## src/rtl/rv_mem_arbiter.sv

```systemverilog
// rv_mem_arbiter: N-port round-robin arbiter onto one memory port,
// with an in-order read ID FIFO that steers responses to the issuing port.
module rv_mem_arbiter #(
    parameter int NUM_PORTS       = 4,
    parameter int DATA_WIDTH      = 32,
    parameter int ADDR_WIDTH      = 32,
    parameter int MAX_OUTSTANDING = 4,
    localparam int IDX_W  = $clog2(NUM_PORTS),
    localparam int CNT_W  = $clog2(MAX_OUTSTANDING + 1),
    localparam int MASK_W = DATA_WIDTH / 8
) (
    input  logic                            clk,
    input  logic                            rst,
    input  logic [NUM_PORTS-1:0]            req_valid,
    output logic [NUM_PORTS-1:0]            req_ready,
    input  logic [NUM_PORTS-1:0]            req_op,
    input  logic [NUM_PORTS*ADDR_WIDTH-1:0] req_addr,
    input  logic [NUM_PORTS*DATA_WIDTH-1:0] req_data,
    input  logic [NUM_PORTS*MASK_W-1:0]     req_mask,
    output logic                            mem_req_valid,
    output logic                            mem_req_op,
    output logic [ADDR_WIDTH-1:0]           mem_req_addr,
    output logic [DATA_WIDTH-1:0]           mem_req_data,
    output logic [MASK_W-1:0]               mem_req_mask,
    input  logic                            mem_req_ready,
    input  logic                            mem_resp_valid,
    input  logic [DATA_WIDTH-1:0]           mem_resp_data,
    output logic                            mem_resp_ready,
    output logic [NUM_PORTS-1:0]            resp_valid,
    output logic [DATA_WIDTH-1:0]           resp_data,
    input  logic [NUM_PORTS-1:0]            resp_ready,
    output logic [CNT_W-1:0]                outstanding,
    output logic                            err_unexp
);

    localparam int PTR_W = (MAX_OUTSTANDING > 1) ? $clog2(MAX_OUTSTANDING) : 1;
    localparam logic OP_READ = 1'b1;

    logic [IDX_W-1:0] last;
    logic [IDX_W-1:0] id_fifo [MAX_OUTSTANDING];
    logic [PTR_W-1:0] wr_ptr;
    logic [PTR_W-1:0] rd_ptr;
    logic [CNT_W-1:0] cnt;

    logic                 load;
    logic                 has_resp;
    logic                 pop;
    logic                 push;
    logic                 fifo_free;
    logic                 grant;
    logic [IDX_W-1:0]     gidx;
    logic [IDX_W-1:0]     head;
    logic [NUM_PORTS-1:0] eligible;

    function automatic logic [PTR_W-1:0] ptr_inc(input logic [PTR_W-1:0] p);
        return (p == PTR_W'(MAX_OUTSTANDING - 1)) ? '0 : p + PTR_W'(1);
    endfunction

    assign outstanding = cnt;
    assign resp_data   = mem_resp_data;
    assign load        = !mem_req_valid || mem_req_ready;
    assign has_resp    = (cnt != '0);
    assign head        = id_fifo[rd_ptr];
    assign pop         = has_resp && mem_resp_valid && resp_ready[head];
    // A same-cycle pop frees the slot a new read is about to take.
    assign fifo_free   = (cnt < CNT_W'(MAX_OUTSTANDING)) || pop;
    assign push        = grant && (req_op[gidx] == OP_READ);

    always_comb begin
        for (int i = 0; i < NUM_PORTS; i++) begin
            eligible[i] = req_valid[i] && (req_op[i] != OP_READ || fifo_free);
        end
    end

    // Walk down from the farthest slot so the nearest one after last wins.
    always_comb begin
        int p;
        p     = 0;
        grant = 1'b0;
        gidx  = '0;
        for (int k = NUM_PORTS; k >= 1; k--) begin
            p = (int'(last) + k) % NUM_PORTS;
            if (eligible[IDX_W'(p)]) begin
                grant = 1'b1;
                gidx  = IDX_W'(p);
            end
        end
        grant = grant && load && rst;
    end

    always_comb begin
        req_ready = '0;
        if (grant) begin
            req_ready[gidx] = 1'b1;
        end
    end

    always_comb begin
        resp_valid     = '0;
        mem_resp_ready = 1'b0;
        if (rst) begin
            if (has_resp) begin
                resp_valid[head] = mem_resp_valid;
                mem_resp_ready   = resp_ready[head];
            end else begin
                mem_resp_ready = 1'b1;
            end
        end
    end

    always_ff @(posedge clk) begin
        if (push) begin
            id_fifo[wr_ptr] <= gidx;
        end
    end

    always_ff @(posedge clk or negedge rst) begin
        if (!rst) begin
            mem_req_valid <= 1'b0;
            mem_req_op    <= 1'b0;
            mem_req_addr  <= '0;
            mem_req_data  <= '0;
            mem_req_mask  <= '0;
            last          <= IDX_W'(NUM_PORTS - 1);
            wr_ptr        <= '0;
            rd_ptr        <= '0;
            cnt           <= '0;
            err_unexp     <= 1'b0;
        end else begin
            if (load) begin
                if (grant) begin
                    mem_req_valid <= 1'b1;
                    mem_req_op    <= req_op[gidx];
                    mem_req_addr  <= req_addr[gidx*ADDR_WIDTH +: ADDR_WIDTH];
                    mem_req_data  <= req_data[gidx*DATA_WIDTH +: DATA_WIDTH];
                    mem_req_mask  <= req_mask[gidx*MASK_W +: MASK_W];
                    last          <= gidx;
                end else begin
                    mem_req_valid <= 1'b0;
                end
            end
            if (push) begin
                wr_ptr <= ptr_inc(wr_ptr);
            end
            if (pop) begin
                rd_ptr <= ptr_inc(rd_ptr);
            end
            cnt <= cnt + CNT_W'(push) - CNT_W'(pop);
            if (mem_resp_valid && !has_resp) begin
                err_unexp <= 1'b1;
            end
        end
    end

endmodule
```

## config.mk

```make
export PLATFORM = sky130hd
export DESIGN_NAME = rv_mem_arbiter
export DESIGN_NICKNAME = d
export VERILOG_FILES = /design/src/rtl/rv_mem_arbiter.sv
export SDC_FILE = /design/constraint.sdc
export NUM_CORES = 1
export LEC_CHECK = 0
export ABC_AREA = 1
export CAP_MARGIN = 30
export CORE_AREA = 2 2 171 173
export CTS_CLUSTER_SIZE = 12
export DETAILED_ROUTE_END_ITERATION = 16
export DIE_AREA = 0 0 173 175
export GPL_ROUTABILITY_DRIVEN = 1
export SLEW_MARGIN = 30
export SYNTH_ARGS = -nofsm -noshare
export SYNTH_HDL_FRONTEND = slang
export SYNTH_SLANG_ARGS = --single-unit
```

## constraint.sdc

```tcl
create_clock -name clk -period 3.5 [get_ports clk]
set_input_delay 0.35 -clock clk [delete_from_list [all_inputs] [get_ports clk]]
set_output_delay 0.35 -clock clk [all_outputs]
set_load 0.01 [all_outputs]
```

==> impl_metrics.tcl <==
set metrics [dict create \
    status "completed" \
    cts-root-buf "clkbuf_16" \
    synthTopCellsByArea "dfrtp_1 (29%), nand2_1 (26%), nand3_1 (17%), nand4_1 (6.6%), buf_4 (4.9%)" \
    vias 8165 \
    synth_top_family_by_area "simple AND/OR/NAND/NOR gates" \
    muxShareOfSynthArea_pct 0 \
    syn-cell-area_um2 6690 \
    worst_pin_slew_ps 826 \
    crit_type "register to output port" \
    gp_congestion 0.892 \
    synth.distinct_cells 27 \
    slew-limit-headroom_pct 44.9 \
    drt-initial-drc-count 355 \
    clk_path_buf_depth 2 \
    dp_hpwl_um 20500 \
    chipHeight_um 175 \
    grt_use_total_pct 17.6 \
    crit_top_cell "nand2_1" \
    die_w_um 173 \
    synth-seq-cells 88 \
    via_per_inst 4.72 \
    met1_usage_pct 22.0 \
    place_area_um2 10400 \
    met2_usage_pct 29.7 \
    final_layout_size_suffix_gt1_share_pct 6.85 \
    antenna_found_initial 1 \
    drc 0 \
    synth_compound_area_share_pct 0.711 \
    worst_setup_path_end_kind "output port" \
    timing.final.crit_share_pct 95.4 \
    slowest_stage "dfrtp_2" \
    yosysWarnings 0 \
    area_delta_synth_final_pct 62.9 \
    ant_nets 0 \
    period_minus_slack_ps 3340 \
    worst_ep_required_time_ps 3150 \
    grt_util_met3_pct 4.44 \
    synth_top_area_share_pct 29.2 \
    clock_sinks 88 \
    critPathLaunchType "register" \
    syn-mean-instance-area_um2 6.45 \
    finalMaxSlewViolations 0 \
    clock_skew_ps 7.69 \
    boundaryPins 435 \
    ir_drop_v 0.000952 \
    synth_fp_nets 1364 \
    grt_max_degree 99 \
    numCtsBuffers 9 \
    grt_pass1_wl_um 42700 \
    wire_per_inst_um 16.2 \
    p_leak_nw 5.06 \
    power.total_mw 12.2 \
    syn_inst 1036 \
    overflow 0 \
    initial_core_util_pct 23.5 \
    yosys.area_share.simple_pct 51.8 \
    routed_wl_um 28000 \
    clock.fmax_mhz 300 \
    fin_setup_tns_ps 0 \
    drv_cap 0 \
    fillers 2999 \
    clkSlewWorstSetupHoldPaths_ps 70 \
    clock_latency_ps 350 \
    synth_adder_area_share_pct 1.61 \
    power_density_nw_per_um2 1120 \
    drtPass1Iterations 5 \
    synth_xor_area_share_pct 0.393 \
    arrival_ps 2990 \
    io_buffers 370 \
    nNetsFinal 1667 \
    cts_tree "yes" \
    worst_hold_path_type "input port to async pin" \
    netlist.top_cell.by_area "dfrtp_1" \
    setup_viol 0 \
    core_um2 28400 \
    first_global_vias 7697 \
    top_usage_layer "met2" \
    yosysSeqAreaShare_pct 33.6 \
    path_cells "inv_2, nand2_1, nand3_2, nand2_4, nand2_1, nand2_1, nand2_2, nand3_4, nand3_2, nand3_1, nand2_1, nand2_2, nand2_1, nand2_4, nand2_2, nand2_4, nand2_4, buf_6, nand2_1, nor2_1, dlygate4sd2_1" \
    rsz0062_at_grt "yes" \
    cpPeakStageDelay_ps 450 \
    rows 62 \
    cts_max_level 3 \
    crit_path_max_fanout 15 \
    final-hold-violation-count 0 \
    final_cell_area_um2 10900 \
    die_area_um2 30300 \
]
[cell usage after synthesis]
cell type / count
a21o_1: 1
nor2_1: 15
nand2_1: 455
xor2_1: 1
buf_2: 50
edfxtp_1: 8
buf_1: 2
inv_2: 5
fa_1: 1
inv_1: 26
o21ai_1: 1
o21ai_0: 6
ha_1: 7
buf_4: 44
nand3_1: 223
buf_6: 3
nand3_2: 4
nor3_1: 6
dfstp_2: 2
nand2_2: 6
clkbuf_1: 15
nand4_1: 71
nand3_4: 1
xnor2_1: 2
a21oi_1: 1
nand3b_1: 2
dfrtp_1: 78
[power breakdown]
part	leakage, nW	switching (mW)	total (mW)	internal [mW]
clock	0.138	0.445	0.928	0.484
combinational	3.86	6.01	9.45	3.44
sequential	1.07	0.267	1.84	1.57
[what timing repair did]
action                     in CTS  in global routing
setup buffers                   2                 11
resized for setup               6                 28
hold buffers                    1                  0
hold endpoints to repair       11                  0
setup endpoints to repair       5                 75
cloned                          0                  0
pin swaps                       1                  9
[cells in the final DEF (no fill, tap or decap), drive strengths merged]
cell type,count
a21o,1
clkdlybuf4s50,365
nor2,15
nand3b,2
dlygate4sd3,1
o21ai,7
dfstp,2
xnor2,2
xor2,1
inv,34
nand2,461
clkinv,4
edfxtp,8
clkdlybuf4s15,1
nand3,228
nor3,6
clkbuf,9
ha,7
dlygate4sd2,3
buf,36
dfrtp,78
a21oi,1
nand4,71
fa,1
diode,1
[per-stage QoR]
step | worst slack [ps] | util (%) | hold slack, ps | cells
after global routing | -121 | 38.4 | 409 | 1729
final | 163 | 38.4 | 402 | 1729
after detailed placement | -82.4 | 36.7 | 228 | 1698
after floorplan | 218 | - | 54.4 | 1036
after global placement | 37.9 | 36.7 | 228 | 1698
after CTS | 0.180 | 37.7 | 379 | 1717
[state kept, by name, summed over array words and instances (netlist names)]
| register | flops |
|---|---|
| err_unexp | 1 |
| id_fifo | 8 |
| last | 2 |
| mem_req_addr | 32 |
| mem_req_data | 32 |
| mem_req_mask | 4 |
| mem_req_op | 1 |
| mem_req_valid | 1 |
| outstanding | 3 |
| rd_ptr | 2 |
| wr_ptr | 2 |
[routing by layer]
layer  vias up  wire (um)
met1      3777      11700
met2       356      13500
li1       3987          -
met4         0        556
met3        45       2190
met5         -          0
[layout make-up]
class,count,area (um^2),share of cell area (%)
clock inverter,7,45.0,0.414
tap,384,480,4.41
clock buffer,9,225,2.07
antenna,1,2.50,0.0230
multi-input combinational,803,3770,34.6
inverter,31,119,1.09
sequential,88,2250,20.6
timing repair buffer,406,4000,36.8
[worst max-delay path, delay by kind of cell, from the launching register on]
kind / cells / cell delay, ps
buffers and inverters: 3 / 540
DFF: 1 / 450
and+or+nand+nor: 18 / 1620
[cells by family (layout without fill, tap and decap cells)]
family	Yosys count	in the layout
simple gates	783	783
other cells	0	1
compound gates	9	9
fa+ha+maj	8	8
xor+xnor	3	3
buf+inv	145	453
flops	88	88
[final timing paths]
check	from	cells after the start	slack, ps	to
setup / recovery	rd_ptr[0]$_DFFE_PN0P_	21	160	req_ready[1]
hold / removal	rst	2	400	mem_req_data[17]$_DFFE_PN0P_
setup reg to reg	rd_ptr[0]$_DFFE_PN0P_	27	160	outstanding[2]$_DFF_PN0_
hold reg to reg	err_unexp$_DFFE_PN0P_	1	470	err_unexp$_DFFE_PN0P_
max in group asynchronous	rst	3	2300	mem_req_addr[19]$_DFFE_PN0P_
min in group clk	err_unexp$_DFFE_PN0P_	1	470	err_unexp$_DFFE_PN0P_
No activity file was read; power rests on OpenSTA's default activity.
